<file path="src/rtl/vga_timing_pkg.sv">
// vga_timing_pkg: 640x480 timing defaults, colour widths and decoder state encoding.
package vga_timing_pkg;
  localparam int VGA_H_ACTIVE = 640;
  localparam int VGA_H_TOTAL = 800;
  localparam int VGA_H_SYNC = 96;
  localparam int VGA_H_OFFS = 144;
  localparam int VGA_V_ACTIVE = 480;
  localparam int VGA_V_TOTAL = 525;
  localparam int VGA_V_OFFS = 35;
  localparam int VGA_LOCK_FRAMES = 2;
  localparam int R_W = 3;
  localparam int G_W = 3;
  localparam int B_W = 2;
  typedef enum logic [1:0] {SEARCH, CHECK, LOCKED} sync_state_t;
endpackage

</file>
<file path="src/rtl/sync_edge_det.sv">
// sync_edge_det: strobe-qualified sampler of an idle-high sync line with fall/rise pulses.
module sync_edge_det (
  input  logic clk,
  input  logic rst_n,
  input  logic stb,
  input  logic d,
  output logic fall,
  output logic rise
);
  logic q;
  always_ff @(posedge clk or negedge rst_n)
    if (!rst_n) q <= 1'b1;
    else if (stb) q <= d;
  assign fall = stb && q && !d;
  assign rise = stb && !q && d;
endmodule

</file>
<file path="src/rtl/vga_sync_decoder.sv">
// vga_sync_decoder: validates VGA sync timing, locks, and recovers pixel coordinates and colour.
module vga_sync_decoder
  import vga_timing_pkg::*;
#(
  parameter int H_ACTIVE = VGA_H_ACTIVE,
  parameter int H_TOTAL = VGA_H_TOTAL,
  parameter int H_SYNC = VGA_H_SYNC,
  parameter int H_OFFS = VGA_H_OFFS,
  parameter int V_ACTIVE = VGA_V_ACTIVE,
  parameter int V_TOTAL = VGA_V_TOTAL,
  parameter int V_OFFS = VGA_V_OFFS,
  parameter int LOCK_FRAMES = VGA_LOCK_FRAMES
) (
  input  logic           clk,
  input  logic           rst_n,
  input  logic           pix_stb,
  input  logic           vga_hs,
  input  logic           vga_vs,
  input  logic [R_W-1:0] vga_r,
  input  logic [G_W-1:0] vga_g,
  input  logic [B_W-1:0] vga_b,
  output logic [9:0]     pix_x,
  output logic [8:0]     pix_y,
  output logic [R_W-1:0] pix_r,
  output logic [G_W-1:0] pix_g,
  output logic [B_W-1:0] pix_b,
  output logic           pix_valid,
  output logic           frame_start,
  output logic           locked,
  output logic           sync_err,
  output logic [7:0]     frame_cnt
);
  sync_state_t st, st_n;
  logic [3:0] good, good_n;
  logic [7:0] fc_n;
  logic [9:0] hcnt, vcnt, hcnt_n, vcnt_n;
  logic skip, skip_n, fs_n;
  logic hs_f, hs_r, vs_f, vs_rise_unused;
  logic t_out, w_err, l_err, f_err, err, in_win, pv;
  sync_edge_det u_hs (.clk(clk), .rst_n(rst_n), .stb(pix_stb), .d(vga_hs), .fall(hs_f), .rise(hs_r));
  sync_edge_det u_vs (.clk(clk), .rst_n(rst_n), .stb(pix_stb), .d(vga_vs), .fall(vs_f), .rise(vs_rise_unused));
  // A coincident hsync fall is counted into the frame before vsync reloads vcnt.
  always_comb begin
    hcnt_n = hs_f ? '0 : &hcnt ? hcnt : hcnt + 10'd1;
    vcnt_n = vs_f ? '0 : (hs_f && !(&vcnt)) ? vcnt + 10'd1 : vcnt;
    t_out = pix_stb && !hs_f && hcnt_n == 10'(H_TOTAL);
    w_err = hs_r && hcnt_n != 10'(H_SYNC);
    l_err = hs_f && !skip && {1'b0, hcnt} + 11'd1 != 11'(H_TOTAL);
    f_err = vs_f && {1'b0, vcnt} + {10'd0, hs_f} != 11'(V_TOTAL);
    err = st != SEARCH && (t_out || w_err || l_err || f_err);
    in_win = hcnt_n >= 10'(H_OFFS) && hcnt_n < 10'(H_OFFS + H_ACTIVE) &&
             vcnt_n >= 10'(V_OFFS) && vcnt_n < 10'(V_OFFS + V_ACTIVE);
    pv = pix_stb && st == LOCKED && in_win;
  end
  // The first line after entering CHECK may be partial, so its length is not judged.
  always_comb begin
    st_n = st;
    good_n = good;
    skip_n = skip && !(hs_f && st != SEARCH);
    fs_n = 1'b0;
    fc_n = frame_cnt;
    if (err) begin
      st_n = SEARCH;
      good_n = '0;
    end else if (vs_f)
      case (st)
        SEARCH: begin
          st_n = CHECK;
          good_n = '0;
          skip_n = 1'b1;
        end
        CHECK: begin
          good_n = good + 4'd1;
          st_n = good + 4'd1 == 4'(LOCK_FRAMES) ? LOCKED : CHECK;
        end
        LOCKED: begin
          fs_n = 1'b1;
          fc_n = frame_cnt + 8'd1;
        end
        default: st_n = SEARCH;
      endcase
  end
  always_ff @(posedge clk or negedge rst_n)
    if (!rst_n) begin
      st <= SEARCH;
      good <= '0;
      skip <= 1'b0;
      hcnt <= '0;
      vcnt <= '0;
      frame_cnt <= '0;
      pix_valid <= 1'b0;
      frame_start <= 1'b0;
      sync_err <= 1'b0;
      locked <= 1'b0;
      pix_x <= '0;
      pix_y <= '0;
      pix_r <= '0;
      pix_g <= '0;
      pix_b <= '0;
    end else begin
      st <= st_n;
      good <= good_n;
      skip <= skip_n;
      frame_cnt <= fc_n;
      pix_valid <= pv;
      frame_start <= fs_n;
      sync_err <= err;
      locked <= st_n == LOCKED;
      if (pix_stb) begin
        hcnt <= hcnt_n;
        vcnt <= vcnt_n;
      end
      if (pv) begin
        pix_x <= hcnt_n - 10'(H_OFFS);
        pix_y <= 9'(vcnt_n - 10'(V_OFFS));
        pix_r <= vga_r;
        pix_g <= vga_g;
        pix_b <= vga_b;
      end
    end
endmodule
</file>
<file path="config.mk">
export PLATFORM = sky130hd
export DESIGN_NAME = vga_sync_decoder
export DESIGN_NICKNAME = d
export VERILOG_FILES = /design/src/rtl/vga_timing_pkg.sv /design/src/rtl/sync_edge_det.sv /design/src/rtl/vga_sync_decoder.sv
export SDC_FILE = /design/constraint.sdc
export NUM_CORES = 1
export LEC_CHECK = 0
export ABC_AREA = 1
export CAP_MARGIN = 20
export CORE_MARGIN = 2
export CORE_UTILIZATION = 25
export CTS_BUF_LIST = sky130_fd_sc_hd__clkbuf_8
export DETAILED_ROUTE_END_ITERATION = 12
export PLACE_DENSITY = 0.39
export SYNTH_ARGS = -nofsm -noshare
export SYNTH_HDL_FRONTEND = slang
export SYNTH_SLANG_ARGS = --single-unit
</file>
<file path="constraint.sdc">
create_clock -name clk -period 4.2 [get_ports clk]
set_input_delay 0.84 -clock clk [delete_from_list [all_inputs] [get_ports clk]]
set_output_delay 0.84 -clock clk [all_outputs]
set_load 0.01 [all_outputs]
</file>
* After elaboration in Yosys (flattened, before gate mapping)
Cells that the tools add are included.
** Word-level totals
- Bits in writable memories :: 0
- Bits in latches :: 0
- Output and inout port bits :: 39
- Logic and storage cells :: 94
- Input port bits :: 13
- Memories kept :: 0
- Memory bits (read-only) :: 0
- Bits in registers :: 68
** Operators by class
- Multiply operators :: 0
- $lt $le $gt $ge :: 4
- Bitwise operators :: 1
- Add/sub/neg operators :: 8
- Equal/unequal tests :: 8
- Muxes and demuxes :: 17
- Shift operators :: 0
- Div/mod/pow operators :: 0
- Reduce and logical (&&, ||, !) cells :: 39
** Operators by type and width (number)
- $mux 10 :: 4
- $ne 11x10->1 const B :: 2
- $logic_and 1x1->1 :: 21
- $add 10x1->10 const B :: 2
- $lt 10x10->1 const B :: 2
- $reduce_and 10->1 :: 2
- $add 10x1->11 :: 1
- $add 10x1->11 const B :: 1
- $eq 10x10->1 const B :: 1
- $ge 10x6->1 const B :: 1
- $ge 10x8->1 const B :: 1
- $ne 10x7->1 const B :: 1
- $sub 10x8->10 const B :: 1
- $sub 9x6->9 const B :: 1
- $add 8x1->8 const B :: 1
- $mux 4 :: 2
- $pmux 4 s2 :: 1
- $logic_not 1->1 :: 7
- $mux 1 :: 6
- $mux 2 :: 3
- $pmux 2 s3 :: 1
- $add 4x1->4 const B :: 1
- $eq 2x2->1 const B :: 2
- $eq 4x2->1 const B :: 1
- other kinds (8) :: 11

* Logic depth before layout (Yosys ltp)
- Depth after elaboration :: 11
- Mapped depth :: 20
- Depth with buffers taken out :: 19

* Modules after synthesis
A second synthesis with hierarchy kept.
** Unflattened totals
- Cell total of the unflattened synthesis :: 603
- Area, all modules :: 4431.8 sq um
** By module, submodules not included
- vga_sync_decoder :: cells an instance 587, sequential area each 1651.6 sq um, instances 1, area an instance 4326.6 sq um
- sync_edge_det :: cells an instance 8, sequential area each 26.3 sq um, instances 2, area an instance 52.6 sq um

* Worst setup path before layout
No wires, ideal clock.
- Path type :: input to register
- Start point :: input port pix_stb
- End point :: register frame_cnt[2]
- Path buffers :: 1
- Path slack :: 1.247 ns
- Arrival time :: 2.887 ns
- Library setup time :: 0.066 ns
- Required time :: 4.134 ns
- Cell stages on the path :: 16
- Cells stage by stage :: buf_6 inv_4 nor3_4 ha_1 ha_1 inv_1 nand4_1 nor2_1 nand3_1 nor2_1 nor2_1 a21oi_1 nand2_1 nor2_1 nand4_1 nand2_1
** Between the ends
- Longest elaborated chain between the ends :: 11
- Elaborated cells on any way between the ends :: 24
- Those cells by class :: add/sub: 1; eq/ne: 3; mux: 1; bitwise: 1; reduce/logical: 18
** Ends and longest elaborated chain
- start, declared :: line vga_sync_decoder.sv:16 : input logic pix_stb,
- branches (longest 10 deep; another with $add 10x1->11)
- $reduce_and 3->1 (no source line) (*)
- end signal, assigned :: line vga_sync_decoder.sv:104 : frame_cnt <= fc_n;
- end, declared :: line vga_sync_decoder.sv:31 : output logic [7:0] frame_cnt
Every way passes the cells marked *.
A chain may end at the register's enable or synchronous reset.

* Worst setup path after layout
- Start point :: input port pix_stb
- End point :: register frame_cnt[6]
Same word-level chain as after synthesis.

==> results.txt <==
status = complete, no violations
M3 GR Usage = 3.12%
commonest cells in the netlist = nand2_1, dfrtp_1, inv_1, nor2_1, nand3_1
Vias/cell = 4.32
CTS tree = yes
Final setup viols = 0
clock share of power = 28.9%
Most Crowded Layer GR = met2
MaxCap Viol Count = 0
NumNets Final = 667
drt drc = 0
Final Critical Period = 3470 ps
simple-gate share of the synthesized area = 39.7%
met2 Usage GRT = 20.9%
vias in the first global route = 3732
Die Area = 17900 um^2
CP Capture Type = flip-flop
synthesized flop and latch total = 68
dominant synthesized flop cell = dfrtp_1
mux cell area share after synthesis = 0%
Crit path arrival time = 3780 ps
Critical Path RT = 4510 ps
core area = 16500 um^2
WS Path Type = in -> reg
diode count = 0
Post-Syn Area = 4210 um^2
largest net degree at the start of global routing = 69
Root Buffer = clkbuf_8
post-synth net total = 609
IO buf count = 51
Die H = 134 um
worst hold path type = reg -> reg
Post-synth EDFFs = 0
gr ovfl total = 0
fill count = 1778
Worst-Skew Late Latency = 370 ps
xor and xnor fraction of the mapped netlist area = 3.75%
setup TNS = 0 ps
Worst slew margin = 38.0%
DRT iter0 DRCs = 212
Worst Path Max Fanout = 17
VDD IR-drop max = 0.176 mV
Pint = 1.27 mW
fin. max-slew vios = 0
fin crit share = 82.7%
Setup Buffers After CTS = 0
CTS sink cnt = 68
Highest Clock Rate = 288 MHz
CTS Buf Count = 9
routed wire length = 11100 um
detailed-route via count = 3754
leading area contributor after synthesis = dfrtp_1
routed length per instance = 12.8 um
P&R area growth vs syn = 22.4%
routing usage on met1 = 18.1%
Tot Pwr = 1.98 mW
FP Rows = 47
initial antenna violation count = 0
most frequent cell after synthesis = nand2_1
Cell variety after synth = 33
Layout Skew = 14.1 ps
Net Switching = 0.713 mW
Synth Area in Compound Gates = 4.28%
layout cell share with drive strength beyond 1 = 9.88%
worst-margin pin slew = 929 ps
Initial Utilization = 25.5%
RSZ-0062 raised after global routing = no
H-tree levels = 3
first drt pass iteration count = 4
Syn Area/Cell = 7.19 um^2
clock tree buffer depth = 2
endpoints failing hold = 0
Seq pwr share = 42.3%
register area share after synthesis = 40.5%
GPL Wtd Cong = 0.809
largest cells by area after synthesis = dfrtp_1, nand2_1, nand3_1
cts hold-fix bufs = 0
dpl hpwl = 8030 um
top-area cell type share of the netlist area = 39.2%
Worst-path clk slew = 80 ps
Gate Count Post-Synth = 585
Switching Share = 36.0%
Synth Warn # = 0
IO Pins = 52
Final ANT Viol Nets = 0
Gates resized, CTS repair = 0
LEAKAGE = 2.64 nW
Synth async-reset ratio = 100%
Global Route Usage Sum = 13.5%
PwrDens = 385 nW/um^2
Comb pwr share = 28.8%
largest family of logic cells by synthesized area = simple AND/OR/NAND/NOR gates
critical path launch point type = input pin
Synth Area in Adders = 3.27%
DIE WIDTH = 134 um
first-pass GRT wire length = 18900 um
-- layout make-up --
type	instances	area [um^2]	share of cell area [%]
clock buffers	11	151	2.94
clock inverters	5	51.3	0.996
inverters	70	265	5.15
multi-input cells	436	2140	41.6
flip-flops and latches	68	1700	33.1
well taps	220	275	5.34
repair buffers	58	558	10.8
-- cell families after synthesis --
logic type / count (synthesis)
XOR/XNOR: 18
AO/OA/AOI/OAI: 31
adder cells (fa/ha/maj): 11
AND/OR/NAND/NOR: 376
buffers and inverters: 81
flip-flops: 68
-- registers in the layout, indices dropped and copies added (netlist names) --
signal and cells:
u_vs.q 1, vcnt 10, skip 1, good 4
sync_err 1, frame_start 1, st 2, pix_x 10
pix_r 3, locked 1, pix_g 3, u_hs.q 1
pix_valid 1, pix_y 9, frame_cnt 8, hcnt 10
pix_b 2
-- placed cells by master (no fill, tap or decap) --
cell | synthesis | layout
clkdlybuf4s50_1 | 0 | 50
xnor2_1 | 5 | 5
inv_2 | 5 | 5
nand4_1 | 15 | 15
nand3_4 | 2 | 2
nand2_4 | 1 | 1
ha_1 | 11 | 11
nor3_4 | 1 | 1
inv_1 | 64 | 65
nor4_1 | 1 | 1
nor2_1 | 53 | 53
a21oi_4 | 1 | 1
o21ai_0 | 21 | 21
nand3_2 | 4 | 4
nor2_2 | 2 | 2
nor2_8 | 1 | 1
clkinvlp_4 | 0 | 1
nor2_4 | 1 | 1
clkinv_2 | 0 | 2
buf_4 | 1 | 7
bufinv_16 | 0 | 1
dfstp_2 | 2 | 2
nand2_1 | 223 | 223
buf_2 | 3 | 1
o21a_1 | 1 | 1
nand2_2 | 19 | 19
xor2_1 | 13 | 13
clkbuf_8 | 0 | 11
nand3b_1 | 1 | 1
inv_4 | 1 | 1
nand3_1 | 50 | 50
a21oi_1 | 7 | 7
dfrtp_1 | 66 | 66
o21ai_4 | 1 | 1
nor3_1 | 2 | 2
-- power by group through the flow --
stage	registers (mW)	logic [mW]	clock network, mW
3_5_place_dp	0.850	0.577	0
5_1_grt	0.857	0.651	0.626
4_1_cts	0.839	0.580	0.605
2_1_floorplan	0.840	0.370	0
6_report	0.838	0.572	0.572
3_3_place_gp	0.851	0.579	0
-- worst max-delay path: stages --
cell and delay [ps]:
clkdlybuf4s50_1 550, inv_4 120, nor3_4 370, ha_1 300, ha_1 200, inv_1 40, nand2_1 60, nand4_1 90
nor2_1 100, nand3_1 80, nor2_1 90, nor2_1 60, a21oi_1 160, nand2_1 70, nor2_1 410, nand4_1 150
nand2_1 90
-- layer usage --
layer | routed length (um) | vias up
met5 | 0 | -
met4 | 255 | 0
met3 | 387 | 19
met2 | 4890 | 65
met1 | 5530 | 1720
li1 | - | 1950
-- stage by stage --
stage / worst slack [ps] / util [%] / area [um^2] / std cells / hold slack [ps]
6_report: 725 / 31.2 / 5150 / 868 / 479
3_3_place_gp: 339 / 29.9 / 4950 / 852 / 465
2_1_floorplan: 1250 / - / 4210 / 585 / 471
4_1_cts: 691 / 31.2 / 5150 / 868 / 485
3_5_place_dp: 295 / 29.9 / 4950 / 852 / 466
5_1_grt: 328 / 31.2 / 5150 / 868 / 498
-- path summary, 6_finish.rpt --
check | depth (start not counted) | slack [ps] | to | from
max in group asynchronous | 2 | 2900 | vcnt[5] | rst_n
setup reg to reg | 19 | 960 | pix_y[7] | vcnt[0]
setup / recovery | 17 | 730 | frame_cnt[6] | pix_stb
hold reg to reg | 2 | 480 | pix_x[9] | pix_x[9]
hold / removal | 2 | 480 | pix_x[9] | pix_x[9]
min in group asynchronous | 2 | 660 | pix_y[6] | rst_n
Power figures use the tool's default switching activity.
